## config.mk

```make
export PLATFORM = sky130hd
export DESIGN_NAME = commit_unit_flat
export DESIGN_NICKNAME = d
export VERILOG_FILES = /design/src/rtl/commit_unit_pkg.sv /design/src/rtl/commit_unit_if.sv /design/src/rtl/commit_unit_store_align.sv /design/src/rtl/commit_unit.sv /design/src/flat_wrapper.sv
export SDC_FILE = /design/constraint.sdc
export NUM_CORES = 1
export LEC_CHECK = 0
export BUFFER_PORTS_ARGS = -buffer_cell sky130_fd_sc_hd__clkbuf_2
export CORE_AREA = 2 2 149 93
export CTS_CLUSTER_DIAMETER = 30
export DETAILED_ROUTE_END_ITERATION = 10
export DIE_AREA = 0 0 151 95
export GPL_ROUTABILITY_DRIVEN = 0
export GPL_TIMING_DRIVEN = 0
export PLACE_DENSITY = 0.8
export SETUP_SLACK_MARGIN = 0.5
export SYNTH_ARGS = -nofsm -noshare
export SYNTH_HDL_FRONTEND = slang
export SYNTH_SLANG_ARGS = --single-unit
export TNS_END_PERCENT = 100
```

## constraint.sdc

```tcl
create_clock -name clk -period 2.5 [get_ports clk]
set_input_delay 0.5 -clock clk [delete_from_list [all_inputs] [get_ports clk]]
set_output_delay 0.5 -clock clk [all_outputs]
set_load 0.05 [all_outputs]
```

## src/rtl/commit_unit_pkg.sv

```systemverilog
`default_nettype none
// ============================================================================
// Module  : commit_unit_pkg
// Brief   : Op codes, op-class decode, state encoding and store helpers
//           shared by the commit unit and its store aligner.
// Revision: 1.0 - initial release
// ============================================================================
package commit_unit_pkg;

  localparam int ROB_ID_WIDTH = 4;
  localparam int OP_BUS_W     = 8;

  // Op codes carried on the ALU op bus
  localparam logic [OP_BUS_W-1:0] OP_ADD  = 8'h01;
  localparam logic [OP_BUS_W-1:0] OP_SB   = 8'h10;
  localparam logic [OP_BUS_W-1:0] OP_SH   = 8'h11;
  localparam logic [OP_BUS_W-1:0] OP_SW   = 8'h12;
  localparam logic [OP_BUS_W-1:0] OP_BEQ  = 8'h20;
  localparam logic [OP_BUS_W-1:0] OP_BNE  = 8'h21;
  localparam logic [OP_BUS_W-1:0] OP_BLT  = 8'h22;
  localparam logic [OP_BUS_W-1:0] OP_BGE  = 8'h23;
  localparam logic [OP_BUS_W-1:0] OP_BLTU = 8'h24;
  localparam logic [OP_BUS_W-1:0] OP_BGEU = 8'h25;
  localparam logic [OP_BUS_W-1:0] OP_JAL  = 8'h30;
  localparam logic [OP_BUS_W-1:0] OP_JALR = 8'h31;

  localparam logic [4:0]  REG_ZERO     = 5'd0;
  localparam logic [31:0] PC_STEP      = 32'd4;
  localparam logic [3:0]  WMASK_B      = 4'b0001;
  localparam logic [3:0]  WMASK_H      = 4'b0011;
  localparam logic [3:0]  WMASK_W      = 4'b1111;
  localparam logic [31:0] ADDR_ALIGN_H = 32'hFFFF_FFFE;
  localparam logic [31:0] ADDR_ALIGN_W = 32'hFFFF_FFFC;

  typedef enum logic [1:0] {
    CLS_OTHER  = 2'd0,
    CLS_STORE  = 2'd1,
    CLS_BRANCH = 2'd2,
    CLS_JUMP   = 2'd3
  } op_class_e;

  typedef enum logic [1:0] {
    ST_IDLE       = 2'd0,
    ST_STORE_WAIT = 2'd1,
    ST_FLUSH      = 2'd2
  } state_e;

  function automatic op_class_e op_class(input logic [OP_BUS_W-1:0] op);
    case (op)
      OP_SB, OP_SH, OP_SW:                               op_class = CLS_STORE;
      OP_BEQ, OP_BNE, OP_BLT, OP_BGE, OP_BLTU, OP_BGEU:  op_class = CLS_BRANCH;
      OP_JAL, OP_JALR:                                   op_class = CLS_JUMP;
      default:                                           op_class = CLS_OTHER;
    endcase
  endfunction

  // Misaligned halfword/word stores are silently aligned down
  function automatic logic [31:0] store_addr(input logic [OP_BUS_W-1:0] op,
                                             input logic [31:0] addr);
    case (op)
      OP_SH:   store_addr = addr & ADDR_ALIGN_H;
      OP_SW:   store_addr = addr & ADDR_ALIGN_W;
      default: store_addr = addr;
    endcase
  endfunction

endpackage
`default_nettype wire

```

## src/rtl/commit_unit_if.sv

```systemverilog
`default_nettype none
// ============================================================================
// Module  : commit_unit_if
// Brief   : ROB-head commit bus, register-file write port, store port and
//           flush/redirect outputs of the commit unit.
// Revision: 1.0 - initial release
// ============================================================================
interface commit_unit_if
  import commit_unit_pkg::*;
#(
  parameter int OP_W = OP_BUS_W
) ();

  logic                    commit_valid;
  logic [ROB_ID_WIDTH-1:0] commit_id;
  logic [OP_W-1:0]         commit_op;
  logic [4:0]              commit_rd;
  logic [31:0]             commit_value;
  logic [31:0]             commit_pc;
  logic [31:0]             commit_addr;
  logic [31:0]             commit_pred_target;
  logic                    commit_pred;
  logic                    commit_outcome;
  logic                    commit_ack;

  logic                    rf_we;
  logic [4:0]              rf_waddr;
  logic [31:0]             rf_wdata;
  logic [ROB_ID_WIDTH-1:0] rf_wrob_id;

  logic                    mem_req;
  logic [31:0]             mem_addr;
  logic [31:0]             mem_wdata;
  logic [3:0]              mem_wmask;
  logic                    mem_done;

  logic                    flush_o;
  logic [31:0]             redirect_pc;

  // Environment side: ROB head and memory controller
  modport master (
    output commit_valid, commit_id, commit_op, commit_rd, commit_value,
           commit_pc, commit_addr, commit_pred_target, commit_pred,
           commit_outcome, mem_done,
    input  commit_ack, rf_we, rf_waddr, rf_wdata, rf_wrob_id,
           mem_req, mem_addr, mem_wdata, mem_wmask, flush_o, redirect_pc
  );

  // Commit unit side
  modport slave (
    input  commit_valid, commit_id, commit_op, commit_rd, commit_value,
           commit_pc, commit_addr, commit_pred_target, commit_pred,
           commit_outcome, mem_done,
    output commit_ack, rf_we, rf_waddr, rf_wdata, rf_wrob_id,
           mem_req, mem_addr, mem_wdata, mem_wmask, flush_o, redirect_pc
  );

endinterface
`default_nettype wire

```

## src/rtl/commit_unit_store_align.sv

```systemverilog
`default_nettype none
// ============================================================================
// Module  : store_align
// Brief   : Places store data on its byte lanes and builds the write mask
//           from the store op and the low address bits.
// Revision: 1.0 - initial release
// ============================================================================
module store_align
  import commit_unit_pkg::*;
#(
  parameter int OP_W = OP_BUS_W
) (
  input  logic [OP_W-1:0] op,
  input  logic [1:0]      addr_lo,
  input  logic [31:0]     value,
  output logic [31:0]     wdata,
  output logic [3:0]      wmask
);

  // Lane steering; halfwords use only addr_lo[1] so misaligned SH lands aligned
  always_comb begin
    wdata = value;
    wmask = WMASK_W;
    case (op)
      OP_SB: begin
        wdata = {24'd0, value[7:0]} << {addr_lo, 3'b000};
        wmask = WMASK_B << addr_lo;
      end
      OP_SH: begin
        wdata = {16'd0, value[15:0]} << {addr_lo[1], 4'b0000};
        wmask = WMASK_H << {addr_lo[1], 1'b0};
      end
      default: begin
        wdata = value;
        wmask = WMASK_W;
      end
    endcase
  end

endmodule
`default_nettype wire

```

## src/rtl/commit_unit.sv

```systemverilog
`default_nettype none
// ============================================================================
// Module  : commit_unit
// Brief   : Retires the ROB head: register writes, stores via a request/done
//           handshake, and a one-cycle flush with fetch redirect on branch or
//           jump mispredict.
// Options : COMMIT_PERF_EN adds perf_retired / perf_mispred counters.
// Revision: 1.0 - initial release
// ============================================================================
module commit_unit
  import commit_unit_pkg::*;
#(
  parameter int OP_W = OP_BUS_W
) (
  input  logic         clk,
  input  logic         rst,
  commit_unit_if.slave bus
`ifdef COMMIT_PERF_EN
  ,
  output logic [63:0]  perf_retired,
  output logic [31:0]  perf_mispred
`endif
);

  state_e      state_q, state_d;
  logic [31:0] redirect_pc_q, redirect_pc_d;
  logic [31:0] mem_addr_q, mem_addr_d;
  logic [31:0] mem_wdata_q, mem_wdata_d;
  logic [3:0]  mem_wmask_q, mem_wmask_d;

  logic        commit_ack;
  logic        rf_we;
  logic        mem_req;
  logic        flush_o;

  op_class_e   op_cls;
  logic        is_ctrl;
  logic        mispredict;
  logic [31:0] align_wdata;
  logic [3:0]  align_wmask;

  store_align #(.OP_W(OP_W)) u_store_align (
    .op      (bus.commit_op),
    .addr_lo (bus.commit_addr[1:0]),
    .value   (bus.commit_value),
    .wdata   (align_wdata),
    .wmask   (align_wmask)
  );

  // Op classification and mispredict detection for the current head
  always_comb begin
    op_cls     = op_class(bus.commit_op);
    is_ctrl    = (op_cls == CLS_BRANCH) || (op_cls == CLS_JUMP);
    mispredict = is_ctrl &&
                 ((bus.commit_outcome != bus.commit_pred) ||
                  (bus.commit_outcome && (bus.commit_addr != bus.commit_pred_target)));
  end

  // Next state, retirement handshake and register/store datapath.
  // Retirement in IDLE is gated by rst so nothing retires while reset is held.
  always_comb begin
    state_d       = state_q;
    redirect_pc_d = redirect_pc_q;
    mem_addr_d    = mem_addr_q;
    mem_wdata_d   = mem_wdata_q;
    mem_wmask_d   = mem_wmask_q;
    commit_ack    = 1'b0;
    rf_we         = 1'b0;
    mem_req       = 1'b0;
    flush_o       = 1'b0;
    unique case (state_q)
      ST_IDLE: begin
        if (rst && bus.commit_valid) begin
          if (op_cls == CLS_STORE) begin
            mem_addr_d  = store_addr(bus.commit_op, bus.commit_addr);
            mem_wdata_d = align_wdata;
            mem_wmask_d = align_wmask;
            state_d     = ST_STORE_WAIT;
          end else begin
            commit_ack = 1'b1;
            rf_we      = (bus.commit_rd != REG_ZERO);
            if (mispredict) begin
              state_d       = ST_FLUSH;
              redirect_pc_d = bus.commit_outcome ? bus.commit_addr
                                                 : bus.commit_pc + PC_STEP;
            end
          end
        end
      end
      ST_STORE_WAIT: begin
        mem_req = 1'b1;
        if (bus.mem_done) begin
          commit_ack = bus.commit_valid;
          state_d    = ST_IDLE;
        end
      end
      ST_FLUSH: begin
        flush_o = 1'b1;
        state_d = ST_IDLE;
      end
      default: state_d = ST_IDLE;
    endcase
  end

  // State and held store/redirect registers
  always_ff @(posedge clk or negedge rst) begin
    if (!rst) begin
      state_q       <= ST_IDLE;
      redirect_pc_q <= '0;
      mem_addr_q    <= '0;
      mem_wdata_q   <= '0;
      mem_wmask_q   <= '0;
    end else begin
      state_q       <= state_d;
      redirect_pc_q <= redirect_pc_d;
      mem_addr_q    <= mem_addr_d;
      mem_wdata_q   <= mem_wdata_d;
      mem_wmask_q   <= mem_wmask_d;
    end
  end

  assign bus.commit_ack  = commit_ack;
  assign bus.rf_we       = rf_we;
  assign bus.rf_waddr    = bus.commit_rd;
  assign bus.rf_wdata    = bus.commit_value;
  assign bus.rf_wrob_id  = bus.commit_id;
  assign bus.mem_req     = mem_req;
  assign bus.mem_addr    = mem_addr_q;
  assign bus.mem_wdata   = mem_wdata_q;
  assign bus.mem_wmask   = mem_wmask_q;
  assign bus.flush_o     = flush_o;
  assign bus.redirect_pc = redirect_pc_q;

`ifdef COMMIT_PERF_EN
  logic [63:0] perf_retired_q, perf_retired_d;
  logic [31:0] perf_mispred_q, perf_mispred_d;

  // Retire and flush-entry counters, free-running and wrapping
  always_comb begin
    perf_retired_d = perf_retired_q + 64'(commit_ack);
    perf_mispred_d = perf_mispred_q +
                     32'((state_q == ST_IDLE) && (state_d == ST_FLUSH));
  end

  // Counter registers
  always_ff @(posedge clk or negedge rst) begin
    if (!rst) begin
      perf_retired_q <= '0;
      perf_mispred_q <= '0;
    end else begin
      perf_retired_q <= perf_retired_d;
      perf_mispred_q <= perf_mispred_d;
    end
  end

  assign perf_retired = perf_retired_q;
  assign perf_mispred = perf_mispred_q;
`endif

endmodule
`default_nettype wire

```

## src/flat_wrapper.sv

```systemverilog
// flat-port wrapper written by rule: the top's interface ports become plain ports
module commit_unit_flat import commit_unit_pkg::*;
#(
  parameter int OP_W = OP_BUS_W
)
  (clk, rst, bus_commit_valid, bus_commit_id, bus_commit_op, bus_commit_rd, bus_commit_value, bus_commit_pc, bus_commit_addr, bus_commit_pred_target, bus_commit_pred, bus_commit_outcome, bus_mem_done, bus_commit_ack, bus_rf_we, bus_rf_waddr, bus_rf_wdata, bus_rf_wrob_id, bus_mem_req, bus_mem_addr, bus_mem_wdata, bus_mem_wmask, bus_flush_o, bus_redirect_pc);
  commit_unit_if #(.OP_W(OP_W)) bus_i ();
  input  logic clk;
  input  logic rst;
  input wire logic [$bits(bus_i.commit_valid)-1:0] bus_commit_valid;
  input wire logic [$bits(bus_i.commit_id)-1:0] bus_commit_id;
  input wire logic [$bits(bus_i.commit_op)-1:0] bus_commit_op;
  input wire logic [$bits(bus_i.commit_rd)-1:0] bus_commit_rd;
  input wire logic [$bits(bus_i.commit_value)-1:0] bus_commit_value;
  input wire logic [$bits(bus_i.commit_pc)-1:0] bus_commit_pc;
  input wire logic [$bits(bus_i.commit_addr)-1:0] bus_commit_addr;
  input wire logic [$bits(bus_i.commit_pred_target)-1:0] bus_commit_pred_target;
  input wire logic [$bits(bus_i.commit_pred)-1:0] bus_commit_pred;
  input wire logic [$bits(bus_i.commit_outcome)-1:0] bus_commit_outcome;
  input wire logic [$bits(bus_i.mem_done)-1:0] bus_mem_done;
  output wire logic [$bits(bus_i.commit_ack)-1:0] bus_commit_ack;
  output wire logic [$bits(bus_i.rf_we)-1:0] bus_rf_we;
  output wire logic [$bits(bus_i.rf_waddr)-1:0] bus_rf_waddr;
  output wire logic [$bits(bus_i.rf_wdata)-1:0] bus_rf_wdata;
  output wire logic [$bits(bus_i.rf_wrob_id)-1:0] bus_rf_wrob_id;
  output wire logic [$bits(bus_i.mem_req)-1:0] bus_mem_req;
  output wire logic [$bits(bus_i.mem_addr)-1:0] bus_mem_addr;
  output wire logic [$bits(bus_i.mem_wdata)-1:0] bus_mem_wdata;
  output wire logic [$bits(bus_i.mem_wmask)-1:0] bus_mem_wmask;
  output wire logic [$bits(bus_i.flush_o)-1:0] bus_flush_o;
  output wire logic [$bits(bus_i.redirect_pc)-1:0] bus_redirect_pc;
  assign bus_i.commit_valid = bus_commit_valid;
  assign bus_i.commit_id = bus_commit_id;
  assign bus_i.commit_op = bus_commit_op;
  assign bus_i.commit_rd = bus_commit_rd;
  assign bus_i.commit_value = bus_commit_value;
  assign bus_i.commit_pc = bus_commit_pc;
  assign bus_i.commit_addr = bus_commit_addr;
  assign bus_i.commit_pred_target = bus_commit_pred_target;
  assign bus_i.commit_pred = bus_commit_pred;
  assign bus_i.commit_outcome = bus_commit_outcome;
  assign bus_i.mem_done = bus_mem_done;
  assign bus_commit_ack = bus_i.commit_ack;
  assign bus_rf_we = bus_i.rf_we;
  assign bus_rf_waddr = bus_i.rf_waddr;
  assign bus_rf_wdata = bus_i.rf_wdata;
  assign bus_rf_wrob_id = bus_i.rf_wrob_id;
  assign bus_mem_req = bus_i.mem_req;
  assign bus_mem_addr = bus_i.mem_addr;
  assign bus_mem_wdata = bus_i.mem_wdata;
  assign bus_mem_wmask = bus_i.mem_wmask;
  assign bus_flush_o = bus_i.flush_o;
  assign bus_redirect_pc = bus_i.redirect_pc;
  commit_unit #(.OP_W(OP_W)) u_core (.clk(clk), .rst(rst), .bus(bus_i));
endmodule
```

# Yosys cells after proc, flatten, opt, wreduce, memory -nomap -nowiden
# Cells that the tools add are included.
# W data, S select, Z words.
dict set report word_totals {
  reg_bits 102
  in_bits 151
  out_inout_bits 145
}
dict set report op_classes {
  n_addsub 1
  n_eq_ne 21
  n_shift 4
  n_mux 19
  bitwise 1
  n_reduce_logical 13
}
# op count
set op_table {}
lappend op_table {{$eq A8 B6 Y1 const B} 8}
lappend op_table {{$pmux W32 S2} 1}
lappend op_table {{$add A32 B3 Y32 const B} 1}
lappend op_table {{$mux W32} 1}
lappend op_table {{$ne A32 B32 Y1} 1}
lappend op_table {{$shl A16 B5 Y32} 1}
lappend op_table {{$shl A8 B5 Y32} 1}
lappend op_table {{$eq A8 B5 Y1 const B} 3}
lappend op_table {{$mux W1} 8}
lappend op_table {{$mux W2} 4}
lappend op_table {{$pmux W2 S2} 2}
lappend op_table {{$pmux W4 S2} 1}
lappend op_table {{$eq A2 B2 Y1 const B} 3}
lappend op_table {{$pmux W2 S3} 1}
lappend op_table {{$reduce_and A3 Y1} 2}
lappend op_table {{$reduce_or A6 Y1} 1}
lappend op_table {{$reduce_bool A5 Y1} 1}
lappend op_table {{$eq A2 B1 Y1 const B} 2}
lappend op_table {{$reduce_and A4 Y1} 1}
lappend op_table {{$shl A1 B2 Y4 const A} 1}
lappend op_table {{$shl A2 B2 Y4 const A} 1}
lappend op_table {{$logic_and A1 B1 Y1} 3}
lappend op_table {{$ne A3 B1 Y1 const B} 1}
lappend op_table {{$reduce_or A3 Y1} 1}
lappend op_table {{other kinds (8)} 9}

# Logic depth before layout (Yosys ltp)
dict set report logic_depth {
  ltp_word 10
  depth_mapped 7
}

# By module
# Synthesis repeated with hierarchy kept, for this count alone.
dict set report unflattened {
  hier_cells 593
  area_unflattened_um2 6184.7
}
# mod n_inst cells_each area_each_um2 seq_area_each_um2
set by_module_without_submodules {}
lappend by_module_without_submodules {commit_unit 1 474 5509.0 2552.4}
lappend by_module_without_submodules {store_align 1 119 675.6 0.0}

# Worst setup path after synthesis
# OpenSTA, ideal clock, no wires.
dict set report synth_timing {
  path_type {input-to-reg}
  from {input bus_commit_pc[2]}
  to {register u_core.redirect_pc_q[30] (netlist: u_core.bus.redirect_pc[30])}
  arrival_ns 2.010
  slack_ns 0.365
  cell_stages 7
  path_buffers 1
  cell_sequence {ha_1 -> buf_6 -> nand2_1 -> or4_1 -> or4_1 -> o211a_1 -> mux2_4}
}
dict set report synth_between {
  elab_chain_len 2
}
# item line
set synth_lines {}
lappend synth_lines {{start: declaration} flat_wrapper.sv:15} ;# input wire logic [$bits(bus_i.commit_pc)-1:0] bus_commit_pc;
lappend synth_lines {{$add A32 B3 Y32} commit_unit.sv:85} ;# : bus.commit_pc + PC_STEP;
lappend synth_lines {{$mux W32} commit_unit.sv:84} ;# redirect_pc_d = bus.commit_outcome ? bus.commit_addr
lappend synth_lines {{end signal: assignment} commit_unit.sv:115} ;# redirect_pc_q <= redirect_pc_d;
lappend synth_lines {{end: declaration} commit_unit.sv:26} ;# logic [31:0] redirect_pc_q, redirect_pc_d;
# Every way passes these cells.
# A chain may end at the register's enable or synchronous reset.

# Worst setup path in the final report
dict set report layout_timing {
  from {register u_core.state_q[1]}
  to {register u_core.redirect_pc_q[1] (netlist: u_core.bus.redirect_pc[1])}
}
dict set report layout_between {
  elab_chain_len 2
}
# item line
set layout_lines {}
lappend layout_lines {{start: declaration} commit_unit.sv:25} ;# state_e state_q, state_d;
lappend layout_lines {{start signal: assignment} commit_unit.sv:114} ;# state_q <= state_d;
lappend layout_lines {{$logic_not A2 Y1} commit_unit.sv:71} ;# unique case (state_q)
lappend layout_lines {{$reduce_and A4 Y1 (no source line)} n/a}
# Every way passes these cells.

==> run metrics <==
Initial Util around 45%; Antenna Cells 0; Flop pwr share about two fifths; Seq/Total Area, Yosys between 40% and 50%; critical path launch point type flip-flop; max-slew violation count 0; DR DRC count 0; Worst Setup SP u_core.state_q[1]; GRT overflow 0; Syn Std Cell Area 5868 um2; unrepaired setup endpoints after global routing yes; initial antenna violation count 0; synthesized instance count 646; slowest stage delay, CP between 0.4 and 0.5 ns; Detail Route Antenna Nets 0; largest area contributor in the netlist dfrtp_1; final-report setup violation count 0; Routed wire per std cell 19.26 um; routed wire length roughly 22 mm; min setup slack post-route 0.3647 ns; Slew HR 59.86%; Commonest cells post-synth 135 x nand2_1, 102 x dfrtp_1, 58 x nor2_1; FF+latch count, synth approximately 100; layout cells sized above 1 a little over two fifths; Worst path top cell family by delay compound AO/OA/AOI/OAI gates; Ys Warns 0; Reg clk slew, reported paths 0.08 ns; drt initial violations 562; WS Path Type flip-flop to flip-flop; synthesized net count 798; clock root cell clkbuf_16; crit path cell chain nand4bb_4 -> a31oi_4 -> nand4_1 -> a41oi_4 -> buf_6 -> buf_12 -> mux2_1; GRT Overall Usage between 20% and 30%; Skew-Pair Late Insertion Delay about 0.34 ns; WP data required 2.72 ns; Via density ~5.6; Layout Skew ~0.0095 ns; die area roughly 14000 um2; placed instance count about 1.1k; crit share post-route between 80% and 90%; crit end category flip-flop; ys async rst share between 90% and 100%; Clock power frac between 20% and 30%; top post-synthesis cells by area dfrtp_1 43%, nand2_1 8.6%, xnor2_1 5.7%; synthesized area per cell approximately 9.1 um2; CTS tree built; Netlist cell types 50; Slew @ Worst Pin about 0.6 ns; largest net degree at the start of global routing 53; H-tree levels 3; Post-Layout Cell Count 1136; switch share between 30 and 40%; HPWL after DPL around 17 mm; type of the most critical hold path input port to asynchronous set/reset pin; core area 13130 um2; Clock Sinks 102; Std-Cell Rows 33; Peak supply drop between 0.3 and 0.4 mV; most common flop cell mapped by yosys dfrtp_1; filler cell count in the final layout 1154; leakage power 4.240 nW; Net Switching about 1.9 mW; DP Worst Slack -0.8250 ns; status completed; I/O Pins roughly 300; NumNets Final 1108; data arrival time of the critical path about 2.4 ns; # port buffers 289; CP bufs+invs 2; EDFF count, synth 0; PD cells between 500 and 600 nW/um2; Final Hold Vio Count 0; Final Critical Period about 2.1 ns; Critical Path Fanout Max 10; fmax 468.3 MHz; hold_ws 0.03369 ns; number of CTS-inserted buffers 9; share of the synthesized area in the top cell type roughly 43%; FF-to-FF Start u_core.state_q[1]; Max Cap Viol 0; chip height about 95 um; vias in the first global route between 5k and 6k; top-count cell post-synth nand2_1; clock buffer depth 2; combinational power share 31.9%; cell-internal power around 3 mW; global-route wire length before repair ~32 mm; DR pass1 iterations 5; routed vias 6332; Area Overhead vs Synth 39.59%; slowest CP cell dfrtp_1; Die X roughly 150 um
## per-layer routing
metal	vias to the layer above	wire length, um	track usage (%)
li1	2879	-	-
met4	0	248	4.984
met3	28	2301	8.937
met5	-	0	0
met2	363	9270	41.44
met1	3062	10060	44.34
## power by group through the flow
stage | Combinational [mW] | Clock, mW | Sequential (mW)
after global routing | 1.63 | 1.50 | 1.90
after global placement | 1.49 | 0 | 1.90
after CTS | 1.53 | 1.46 | 1.88
final | 1.55 | 1.43 | 1.88
after detailed placement | 1.50 | 0 | 1.91
after floorplan | 0.466 | 0 | 2.43
## stage by stage
| stage | cell area, um2 | total power, mW | util [%] | setup TNS (ns) |
|---|---|---|---|---|
| after CTS | 8082 | 4.865 | 61.55 | 0 |
| after detailed placement | 7569 | 3.414 | 57.64 | -66.94 |
| after floorplan | 5894 | 2.895 | - | 0 |
| final | 8192 | 4.864 | 62.39 | 0 |
| after global placement | 7560 | 3.390 | 57.58 | -262.03 |
| after global routing | 8192 | 5.037 | 62.39 | 0 |
## final timing paths
path                                                   to  slack, ns  cells after the start
worst min-delay path               u_core.bus.mem_addr[1]       0.03                      1
max in group asynchronous         u_core.bus.mem_wdata[4]       2.08                      1
worst min register to register    u_core.bus.mem_addr[27]       0.48                      2
min in group clk                        u_core.state_q[0]       0.38                      2
worst max register to register  u_core.bus.redirect_pc[1]       0.36                      7
worst max-delay path            u_core.bus.redirect_pc[1]       0.36                      7
## what timing repair did
action                                  in CTS  in global routing
pin swaps                                    1                  1
cloned                                       1                  1
setup buffers                                5                  3
resized for setup                           31                 25
hold buffers                                 0                  0
endpoints found under the setup margin     104                 86
## cells in the final DEF, fill, tap and decap left out, types with 10 or more instances in the layout
| cell type | count |
|---|---|
| clkbuf_16 | 11 |
| or4_1 | 14 |
| clkbuf_2 | 295 |
| nand2_1 | 135 |
| a31oi_1 | 18 |
| mux2_4 | 13 |
| nor2_1 | 56 |
| nand3_1 | 15 |
| clkbuf_1 | 14 |
| a221oi_1 | 14 |
| buf_4 | 48 |
| nand4_1 | 17 |
| dfrtp_1 | 102 |
| a22o_1 | 10 |
| o31ai_1 | 12 |
| o21ai_0 | 22 |
| mux2_1 | 16 |
| xnor2_1 | 37 |
## state kept, by name, summed over array words and instances (netlist names)
signal / cells
u_core.state_q: 2
u_core.bus.mem_addr: 32
u_core.bus.mem_wdata: 32
u_core.bus.mem_wmask: 4
u_core.bus.redirect_pc: 32
## kinds of logic after synthesis
| logic type | count (synthesis) | share of synthesized area [%] |
|---|---|---|
| AOI/OAI and AO/OA | 112 | 13.01 |
| DFF | 102 | 43.50 |
| adders and majority gates | 1 | 0.2132 |
| muxes | 35 | 6.844 |
| xor gates and xnor gates | 44 | 6.567 |
| and+or+nand+nor | 274 | 21.68 |
| buffers and inverters | 78 | 8.187 |
## area by class of cell
cell class	count	area, um2	share of cell area, %
multi-input cells	466	3010	36.75
repair buffers	299	1593	19.44
clock inverters	7	73.82	0.9012
well taps	175	219.0	2.673
clock buffers	9	225.2	2.749
flip-flops and latches	102	2552	31.16
plain buffers	73	499.2	6.094
inverters	5	18.77	0.2291
Power figures use the tool's default switching activity.
